[config.mk]
export PLATFORM = sky130hd
export DESIGN_NAME = code2of5_scan_display
export DESIGN_NICKNAME = d
export VERILOG_FILES = /design/src/rtl/code2of5_pkg.sv /design/src/rtl/code2of5_seg_decode.sv /design/src/rtl/code2of5_scan_display.sv
export SDC_FILE = /design/constraint.sdc
export NUM_CORES = 1
export LEC_CHECK = 0
export BUFFER_PORTS_ARGS = -buffer_cell sky130_fd_sc_hd__clkbuf_2
export CAP_MARGIN = 0
export CORE_MARGIN = 10
export CORE_UTILIZATION = 45
export CTS_CLUSTER_SIZE = 24
export DETAILED_ROUTE_END_ITERATION = 7
export PLACE_DENSITY = 0.68
export SETUP_SLACK_MARGIN = 0.1
export SLEW_MARGIN = 5
export SYNTH_ARGS = -nofsm -noshare
export SYNTH_HDL_FRONTEND = slang
export SYNTH_SLANG_ARGS = --single-unit
[constraint.sdc]
create_clock -name clk -period 4.3 [get_ports clk]
set_input_delay 0.645 -clock clk [delete_from_list [all_inputs] [get_ports clk]]
set_output_delay 0.645 -clock clk [all_outputs]
set_load 0.02 [all_outputs]
[src/rtl/code2of5_pkg.sv]
// Shared constants for the 2-of-5 scanned display: codeword table, 7-segment
// patterns ({g,f,e,d,c,b,a}) and a codeword decoder that also flags invalid input.
package code2of5_pkg;

  localparam logic [4:0] CW_0 = 5'b11000;
  localparam logic [4:0] CW_1 = 5'b00011;
  localparam logic [4:0] CW_2 = 5'b00101;
  localparam logic [4:0] CW_3 = 5'b00110;
  localparam logic [4:0] CW_4 = 5'b01001;
  localparam logic [4:0] CW_5 = 5'b01010;
  localparam logic [4:0] CW_6 = 5'b01100;
  localparam logic [4:0] CW_7 = 5'b10001;
  localparam logic [4:0] CW_8 = 5'b10010;
  localparam logic [4:0] CW_9 = 5'b10100;

  localparam logic [6:0] SEG_0     = 7'b0111111;
  localparam logic [6:0] SEG_1     = 7'b0000110;
  localparam logic [6:0] SEG_2     = 7'b1011011;
  localparam logic [6:0] SEG_3     = 7'b1001111;
  localparam logic [6:0] SEG_4     = 7'b1100110;
  localparam logic [6:0] SEG_5     = 7'b1101101;
  localparam logic [6:0] SEG_6     = 7'b1111101;
  localparam logic [6:0] SEG_7     = 7'b0000111;
  localparam logic [6:0] SEG_8     = 7'b1111111;
  localparam logic [6:0] SEG_9     = 7'b1101111;
  localparam logic [6:0] SEG_E     = 7'b1111001;
  localparam logic [6:0] SEG_BLANK = 7'b0000000;

  typedef struct packed {
    logic       valid;
    logic [6:0] seg;
  } decode_t;

  // Anything outside the ten table entries (including wrong popcount) is invalid and decodes blank.
  function automatic decode_t decode_code(input logic [4:0] code);
    decode_t r;
    r.valid = 1'b1;
    r.seg   = SEG_BLANK;
    case (code)
      CW_0:    r.seg = SEG_0;
      CW_1:    r.seg = SEG_1;
      CW_2:    r.seg = SEG_2;
      CW_3:    r.seg = SEG_3;
      CW_4:    r.seg = SEG_4;
      CW_5:    r.seg = SEG_5;
      CW_6:    r.seg = SEG_6;
      CW_7:    r.seg = SEG_7;
      CW_8:    r.seg = SEG_8;
      CW_9:    r.seg = SEG_9;
      default: r.valid = 1'b0;
    endcase
    return r;
  endfunction

  function automatic logic code_valid(input logic [4:0] code);
    decode_t r;
    r = decode_code(code);
    return r.valid;
  endfunction

endpackage

[src/rtl/code2of5_seg_decode.sv]
// Combinational 2-of-5 codeword to 7-segment decoder with a valid flag.
module code2of5_seg_decode (
  input  logic [4:0] code,
  output logic [6:0] seg,
  output logic       valid
);
  import code2of5_pkg::*;

  decode_t dec;

  assign dec   = decode_code(code);
  assign seg   = dec.seg;
  assign valid = dec.valid;

endmodule

[src/rtl/code2of5_scan_display.sv]
// Multiplexed 7-segment driver for N_DIGITS 2-of-5 codewords with blink-on-error,
// global blanking and a sticky error flag.
module code2of5_scan_display #(
  parameter int N_DIGITS     = 4,
  parameter int SCAN_DIV     = 1000,
  parameter int BLINK_FRAMES = 64,
  parameter int ERR_SHOW_E   = 1
) (
  input  logic                  clk,
  input  logic                  rst_n,
  input  logic [5*N_DIGITS-1:0] code_in,
  input  logic                  load,
  input  logic                  blank,
  input  logic                  err_clr,
  output logic [6:0]            seg,
  output logic [N_DIGITS-1:0]   dig_en,
  output logic [N_DIGITS-1:0]   err_vec,
  output logic                  err_sticky
);
  import code2of5_pkg::*;

  localparam int PW = $clog2(SCAN_DIV);
  localparam int IW = (N_DIGITS > 1) ? $clog2(N_DIGITS) : 1;
  localparam int FW = (BLINK_FRAMES > 1) ? $clog2(BLINK_FRAMES) : 1;
  localparam logic [PW-1:0] PRESC_LAST = PW'(SCAN_DIV - 1);
  localparam logic [IW-1:0] IDX_LAST   = IW'(N_DIGITS - 1);
  localparam logic [FW-1:0] FRAME_LAST = FW'(BLINK_FRAMES - 1);

  logic [5*N_DIGITS-1:0] held;
  logic [PW-1:0]         presc;
  logic [IW-1:0]         idx;
  logic [FW-1:0]         frame_cnt;
  logic                  phase;
  logic [4:0]            cur_code;
  logic [6:0]            dec_seg;
  logic                  dec_valid;
  logic [6:0]            slot_seg;
  logic [6:0]            slot_next;
  logic                  load_bad;
  logic                  tick;

  assign tick = (presc == PRESC_LAST);

  always_comb begin
    cur_code = '0;
    for (int k = 0; k < N_DIGITS; k++) begin
      if (idx == IW'(k)) cur_code = held[5*k +: 5];
    end
  end

  code2of5_seg_decode u_decode (
    .code  (cur_code),
    .seg   (dec_seg),
    .valid (dec_valid)
  );

  always_comb begin
    err_vec  = '0;
    load_bad = 1'b0;
    for (int k = 0; k < N_DIGITS; k++) begin
      err_vec[k] = !code_valid(held[5*k +: 5]);
      load_bad   = load_bad | !code_valid(code_in[5*k +: 5]);
    end
  end

  always_ff @(posedge clk or negedge rst_n) begin
    if (!rst_n) begin
      presc     <= '0;
      idx       <= '0;
      frame_cnt <= '0;
      phase     <= 1'b0;
    end else if (tick) begin
      presc <= '0;
      if (idx == IDX_LAST) begin
        idx <= '0;
        if (frame_cnt == FRAME_LAST) begin
          frame_cnt <= '0;
          phase     <= ~phase;
        end else begin
          frame_cnt <= frame_cnt + 1'b1;
        end
      end else begin
        idx <= idx + 1'b1;
      end
    end else begin
      presc <= presc + 1'b1;
    end
  end

  // The pattern is latched at the first cycle of each slot so a mid-slot load waits for the next slot.
  always_comb begin
    slot_next = slot_seg;
    if (presc == '0) begin
      if (dec_valid)                      slot_next = dec_seg;
      else if (ERR_SHOW_E != 0 && !phase) slot_next = SEG_E;
      else                                slot_next = SEG_BLANK;
    end
  end

  always_ff @(posedge clk or negedge rst_n) begin
    if (!rst_n) begin
      slot_seg <= SEG_BLANK;
      seg      <= SEG_BLANK;
      dig_en   <= '0;
    end else begin
      slot_seg <= slot_next;
      seg      <= blank ? SEG_BLANK : slot_next;
      dig_en   <= N_DIGITS'(1) << idx;
    end
  end

  // A load carrying a bad digit outranks a simultaneous clear.
  always_ff @(posedge clk or negedge rst_n) begin
    if (!rst_n) begin
      held       <= '0;
      err_sticky <= 1'b0;
    end else begin
      if (load) held <= code_in;
      if (load && load_bad) err_sticky <= 1'b1;
      else if (err_clr)     err_sticky <= 1'b0;
    end
  end

endmodule

==> run_results.csv, run 1 <==
group,metric,value,unit
timing,maxSlewViolCount,0,
power_and_ir_drop,power.clock.fraction,41.9,%
route,first_iter_violations,93,
yosys,synth_cell_types,63,
floorplan,core.rowCount,32,
global_route,number_of_antenna_violations_at_the_first_check_in_global_routing,0,
final_layout,nets,454,
route,dr_vias,2947,
worst_setup_path,crit_required,4.51,ns
power_and_ir_drop,p_comb_share,17.3,%
cts,post_cts_clock_slew_at_the_launch_and_capture_registers_of_the_worst_setup_and_hold_paths,0.07,ns
cts,h-tree-depth,3,
global_route,vias_in_the_first_global_route,2756,
worst_setup_path,worst_setup_path_startpoint,"idx[0]",
yosys,synth.avg_cell_area,9.297,um2
floorplan,initial_utilization,46.08,%
yosys,largest_family_of_logic_cells_by_synthesized_area,"simple AND/OR/NAND/NOR gates",
global_route,grt_start_max_net_pins,32,
timing,finalSetupViolCount,0,
timing,timing.final.crit_period,2.852,ns
worst_setup_path,reg2reg_from,"idx[0]",
power_and_ir_drop,p_per_area,370.4,nW/um2
timing,timing.hold.ws,0.3458,ns
power_and_ir_drop,power.static_leakage,0.001754,uW
yosys,xor_and_xnor_area_share_after_synthesis,6.182,%
power_and_ir_drop,netSwitchingPower,405.0,uW
cts,number_of_buffers_added_by_the_clock_tree_synthesis_step,9,
yosys,mappedNetlistArea,3542,um2
worst_setup_path,critical_path.slowest_cell,"sky130_fd_sc_hd__nor2_1",
placement,hpwl,5.804,mm
final_layout,n_antenna_cell,0,
power_and_ir_drop,power_report.internal_total,1104,uW
timing,timing_hold_violations_final,0,
final_layout,layout-drive-gt1-share,23.42,%
yosys,synth_async_sr_flop_share,100.0,%
cts,tritoncts,"yes",
worst_setup_path,setup.worst_path.class,"flop to flop",
final_layout,area.growth.synth_to_final,14.98,%
job,drv_cap,0,
timing,slew_headroom,42.50,%
status,outcome,"complete, no violations",
power_and_ir_drop,vdd_drop_max,0.1417,mV
worst_setup_path,cp_top_family,"simple AND/OR/NAND/NOR gates",
global_route,globalRouteOverflowTotal,0,
yosys,synthMuxAreaShare,6.358,%
route,post_route_drc,0,
worst_setup_path,timing.critical_path.slowest_cell_delay,0.68,ns
yosys,yosys.area_share.adder,2.473,%
timing,achievable-frequency,350.6,MHz
floorplan,placeableCoreArea,7687,um2
floorplan,fp.dieArea,11820,um2
timing,grt_setup_unrepaired,"false",
cts,clockBufferDepth,2,
timing,final_setup_skew,0.009906,ns
power_and_ir_drop,seq_power_share,40.8,%
yosys,yosysWarningCount,0,
yosys,ys_dominant_reg_cell,"sky130_fd_sc_hd__dfrtp_1",
floorplan,chipWidth,108.7,um
yosys,mappedNetlistNets,413,
yosys,synth_compound_area_share,20.24,%
yosys,synth_edf_count,0,
route,postRouteWirelength,7.655,mm
placement,numPortBuffers,40,
cts,cts.hold.buffers_added,0,
route,vias_per_cell,5.571,
route,route.detailed.wl_per_inst,14.47,um
yosys,yosysTopAreaCell,"sky130_fd_sc_hd__dfrtp_1",
floorplan,floorplan.io_pins,41,
placement,gp_routability_congestion,0.8889,
worst_setup_path,setup.worst_path.end_class,"flop",
worst_setup_path,worstPathMaxFanout,12,
timing,totalNegativeSetupSlack,0,ns
cts,cts_root_buffer,"sky130_fd_sc_hd__clkbuf_8",
route,detail-route-antenna-nets,0,
timing,worst_slew_pin_slew,0.8593,ns
floorplan,die_height,108.7,um
worst_hold_path,min_path_type,"primary input to async pin",
cts,numClockSinks,58,
worst_setup_path,arrival,3.06,ns
yosys,post_synth_and_or_nand_nor_area_fraction,21.41,%
yosys,synth_seq_cells,58,
worst_setup_path,critical_path_buf_inv_count,0,
yosys,yosysSeqAreaShare,40.97,%
global_route,grt_first_pass_wirelength,12.90,mm
yosys,netlist_instances,381,
cts,clk-insertion-delay-late,0.34,ns
timing,fin_crit_sh,66.32,%
yosys,post_synth_top_cells,"sky130_fd_sc_hd__dfrtp_1, sky130_fd_sc_hd__nand2_1, sky130_fd_sc_hd__nor2_1",
yosys,synth.top_cells.by_area,"sky130_fd_sc_hd__dfrtp_1, sky130_fd_sc_hd__mux2_2, sky130_fd_sc_hd__nand2_1, sky130_fd_sc_hd__nor2_1, sky130_fd_sc_hd__o21ai_0",
route,dr_pass1_iterations,5,
cts,post_cts_resize_count,0,
cts,postCtsSetupBuffers,0,
worst_setup_path,crit_path_cell_trace,"ha_1 > nand2b_1 > o22ai_1 > nor2_1 > xnor2_1 > a211o_1 > o211ai_4 > o21ai_1",
power_and_ir_drop,sw_frac_of_total,26.85,%
worst_setup_path,worst_setup_path_start_kind,"flop",
yosys,yosysTopAreaCellShare,40.97,%
global_route,globalRouteTotalUtil,13.55,%
layout by cell type (no fill, tap or decap), drive strengths merged, types with 5 or more instances in the layout:
master / instances
clkbuf: 52
o41ai: 7
dfrtp: 58
o211ai: 5
ha: 7
a211oi: 6
nor3: 9
a21oi: 21
nand3: 12
inv: 7
o2111ai: 6
mux2: 20
o21ai: 28
xor2: 11
or2: 8
nand2: 58
xnor2: 14
nor2: 39
and3: 7
worst register-to-register path: cells and delay by family (launching register included):
kind            cells  cell delay (ns)
compound gates      4             0.74
flops               1             0.38
xor+xnor            1             0.22
simple gates        2             0.97
fa+ha+maj           1             0.42
flip-flops by register name (all words and copies together) (netlist names):
name and count:
dig_en 4, err_sticky 1, frame_cnt 6, held 20, idx 2, phase 1, presc 10, seg 7
slot_seg 7
through the flow:
| stage | cells | cell area [um2] | power [uW] | utilization, % | setup slack [ns] |
|---|---|---|---|---|---|
| after floorplan | 381 | 3542 | 801.1 | - | 2.099 |
| after global placement | 513 | 3820 | 879.7 | 49.69 | 1.588 |
| after detailed placement | 513 | 3820 | 886.8 | 49.69 | 1.486 |
| after CTS | 529 | 4073 | 1523 | 52.98 | 1.482 |
| after global routing | 529 | 4073 | 1580 | 52.98 | 1.147 |
| final | 529 | 4073 | 1509 | 52.98 | 1.448 |
layout make-up:
cell class | instances | area (um2)
fill | 725 | 3615
multi-input combinational | 305 | 2007
sequential | 58 | 1451
timing repair buffer | 41 | 207.7
clock buffer | 12 | 155.1
tap | 102 | 127.6
clock inverter | 4 | 97.59
inverter | 7 | 26.28
cells by family (layout without fill, tap and decap cells):
group                      after synthesis  count (layout)
AOI/OAI and AO/OA                       97              97
xor gates and xnor gates                25              25
adders and majority gates                7               7
buffers and inverters                   18              64
DFF                                     58              58
muxes                                   20              20
and+or+nand+nor                        156             156
routing by layer:
layer	global-route usage [%]	up-vias	part of all wire, %
met5	0	-	0
met4	6.497	0	1.5
met3	2.832	10	2.8
met2	22.59	49	50
met1	16.37	1425	45
li1	-	1463	-
power groups by stage:
stage / Combinational, uW / Clock (uW) / Sequential [uW]
3_5_place_dp: 262 / 0 / 625
5_1_grt: 292 / 667 / 622
3_3_place_gp: 256 / 0 / 624
2_1_floorplan: 177 / 0 / 624
6_report: 261 / 632 / 615
4_1_cts: 264 / 644 / 615
final timing paths:
check                               end  slack (ns)  depth (start not counted)
max                         slot_seg[5]        1.45                          8
min                        frame_cnt[3]        0.35                          1
max reg2reg                 slot_seg[5]        1.45                          8
min reg2reg                frame_cnt[5]        0.48                          1
max in group asynchronous      held[17]        3.09                          2
min in group clk           frame_cnt[5]        0.48                          1
Power figures use the tool's default switching activity.
==> run 2: changes to the inputs <==
--- a/config.mk
+++ b/config.mk
@@ -11,7 +11,7 @@
 export CORE_UTILIZATION = 45
 export CTS_CLUSTER_SIZE = 24
 export DETAILED_ROUTE_END_ITERATION = 7
-export PLACE_DENSITY = 0.68
+export PLACE_DENSITY = 0.71
 export SETUP_SLACK_MARGIN = 0.1
 export SLEW_MARGIN = 5
 export SYNTH_ARGS = -nofsm -noshare
==> constraint.sdc (replaced) <==
create_clock -name clk -period 2.55 [get_ports clk]
set_input_delay 0.3825 -clock clk [delete_from_list [all_inputs] [get_ports clk]]
set_output_delay 0.3825 -clock clk [all_outputs]
set_load 0.02 [all_outputs]
==> run 2 against run 1 <==
Effect of this change:
- non-clock buffer count is 10 higher
- critical path type unchanged
- largest cell class unchanged
- fmax is 19% higher
- die area stayed put
==> run_results.csv, run 2 (synthesized netlist as in run 1, its figures left out) <==
group,metric,value,unit
worst_setup_path,timing.critical_path.slowest_cell_delay,0.42,ns
timing,final_setup_skew,0.009977,ns
final_layout,n_antenna_cell,0,
job,drv_cap,0,
final_layout,finish.instance_area,4310,um2
worst_setup_path,crit_path_cell_trace,"inv_1 > ha_4 > nand3b_1 > and3_4 > o211a_1 > or2_1 > a21oi_4 > o211ai_4 > a211oi_1",
route,post_route_drc,0,
route,met1Wirelength,3.678,mm
route,dr_pass1_iterations,4,
power_and_ir_drop,power.clock.fraction,41.2,%
timing,achievable-frequency,416.0,MHz
global_route,grt_first_pass_wirelength,14.25,mm
cts,tritoncts,"yes",
floorplan,core.rowCount,32,
worst_hold_path,min_path_type,"primary input to async pin",
worst_setup_path,critical_path.slowest_cell,"sky130_fd_sc_hd__dfrtp_2",
power_and_ir_drop,power_report.internal_total,1885,uW
worst_setup_path,crit_required,2.81,ns
cts,number_of_buffers_added_by_the_clock_tree_synthesis_step,9,
global_route,vias_in_the_first_global_route,2961,
power_and_ir_drop,sw_frac_of_total,27.80,%
floorplan,initial_utilization,46.08,%
cts,clk-insertion-delay-late,0.35,ns
worst_setup_path,arrival,2.66,ns
cts,clockBufferDepth,2,
floorplan,die_height,108.7,um
power_and_ir_drop,p_comb_share,18.9,%
power_and_ir_drop,netSwitchingPower,725.9,uW
timing,timing_hold_violations_final,0,
global_route,number_of_antenna_violations_at_the_first_check_in_global_routing,0,
worst_setup_path,worstPathMaxFanout,11,
cts,cts_root_buffer,"sky130_fd_sc_hd__clkbuf_8",
route,dr_wl_met2,4.459,mm
worst_setup_path,critical_path_buf_inv_count,1,
global_route,grt_start_max_net_pins,34,
route,dr_vias,3079,
floorplan,placeableCoreArea,7687,um2
global_route,globalRouteOverflowTotal,0,
timing,maxSlewViolCount,0,
timing,fin_crit_sh,94.27,%
status,outcome,"complete, no violations",
worst_setup_path,setup.worst_path.end_class,"flop",
final_layout,area.growth.synth_to_final,21.69,%
worst_setup_path,cp_top_family,"compound AO/OA/AOI/OAI gates",
route,route.detailed.wl_per_inst,16.19,um
timing,worst_slew_pin_slew,0.6997,ns
placement,numPortBuffers,40,
global_route,globalRouteTotalUtil,14.85,%
timing,finalSetupViolCount,0,
final_layout,nets,465,
timing,timing.hold.ws,0.08017,ns
cts,numClockSinks,58,
cts,h-tree-depth,3,
route,detail-route-antenna-nets,0,
route,first_iter_violations,169,
timing,grt_setup_unrepaired,"true",
final_layout,registers.top_by_ff_count,"held",
route,routed_wire_length_on_met3,364,um
final_layout,layout-drive-gt1-share,28.77,%
power_and_ir_drop,vdd_drop_max,0.3376,mV
floorplan,fp.dieArea,11820,um2
cts,cts.hold.buffers_added,0,
power_and_ir_drop,p_per_area,605.8,nW/um2
final_layout,mostFrequentLayoutCells,"sky130_fd_sc_hd__nand2_1, sky130_fd_sc_hd__dfrtp_1, sky130_fd_sc_hd__clkbuf_2",
power_and_ir_drop,seq_power_share,39.9,%
placement,hpwl,6.143,mm
route,routed.top_layer,"met4",
placement,gp_routability_congestion,0.8390,
floorplan,floorplan.io_pins,41,
timing,slew_headroom,53.36,%
route,postRouteWirelength,8.741,mm
floorplan,chipWidth,108.7,um
final_layout,biggest_registers_after_layout,"held (20), presc (10)",
worst_setup_path,setup.worst_path.class,"flop to flop",
final_layout,largest_register_ffs,20,
cts,post_cts_clock_slew_at_the_launch_and_capture_registers_of_the_worst_setup_and_hold_paths,0.07,ns
power_and_ir_drop,power.static_leakage,0.001831,uW
timing,totalNegativeSetupSlack,0,ns
route,vias_per_cell,5.702,
placement,placement.cell_area,3892,um2
worst_setup_path,worst_setup_path_start_kind,"flop",
timing,timing.final.crit_period,2.404,ns
## run 2: cell count changes in the layout (fill, tap and decap cells not counted), sizes merged
cell,delta
buf,+10
o211ai,+1
## run 2: worst paths after layout
kind	from	slack, ns	cells past startpoint	endpoint
worst max-delay path	idx[1]	0.15	9	seg[5]
worst min-delay path	rst_n	0.08	1	held[1]
worst max register to register	idx[1]	0.15	9	seg[5]
worst min register to register	frame_cnt[5]	0.48	1	frame_cnt[5]
max in group asynchronous	rst_n	1.84	2	idx[1]
min in group clk	err_clr	0.24	2	err_sticky
## run 2: worst reg2reg max path, stage by stage (launching register included)
cell and delay, ns:
sky130_fd_sc_hd__dfrtp_2 0.42, sky130_fd_sc_hd__inv_1 0.13, sky130_fd_sc_hd__ha_4 0.23, sky130_fd_sc_hd__nand3b_1 0.19, sky130_fd_sc_hd__and3_4 0.22, sky130_fd_sc_hd__o211a_1 0.24, sky130_fd_sc_hd__or2_1 0.30, sky130_fd_sc_hd__a21oi_4 0.22
sky130_fd_sc_hd__o211ai_4 0.13, sky130_fd_sc_hd__a211oi_1 0.24
## run 2: what timing repair did
item,in CTS,in global routing
gates cloned,0,1
pin swaps,0,4
gates resized for setup,2,25
setup endpoints to repair,7,14
buffers inserted,0,2
## run 2: per-stage QoR
stage               std cells  utilization [%]  total power [uW]  setup WS [ns]
floorplan                 381                -              1351         0.3489
global placement          521            50.63              1496         0.1389
detailed placement        521            50.63              1513         0.1134
CTS                       537            53.97              2597         0.1035
global route              540            56.07              2726        0.01327
finish                    540            56.07              2611         0.1462
## run 2: area by class of cell
| class | count | area, um2 |
|---|---|---|
| tap | 102 | 127.6 |
| sequential | 58 | 1453 |
| multi-input combinational | 306 | 2156 |
| fill | 690 | 3377 |
| inverter | 7 | 26.28 |
| clock buffer | 12 | 155.1 |
| timing repair buffer | 51 | 295.3 |
| clock inverter | 4 | 97.59 |
## run 2: routing by layer
layer  vias to the layer above  GRT usage, %
met3                        19         3.717
met4                         0         6.309
met1                      1511         17.85
met2                        61         24.78
met5                         -             0
li1                       1488             -
## run 2: power by group through the flow
stage | Sequential, uW | Clock [uW] | Combinational, uW
6_report | 1040 | 1080 | 495
5_1_grt | 1050 | 1130 | 547
4_1_cts | 1040 | 1090 | 465
3_5_place_dp | 1060 | 0 | 458
3_3_place_gp | 1050 | 0 | 443
2_1_floorplan | 1050 | 0 | 299
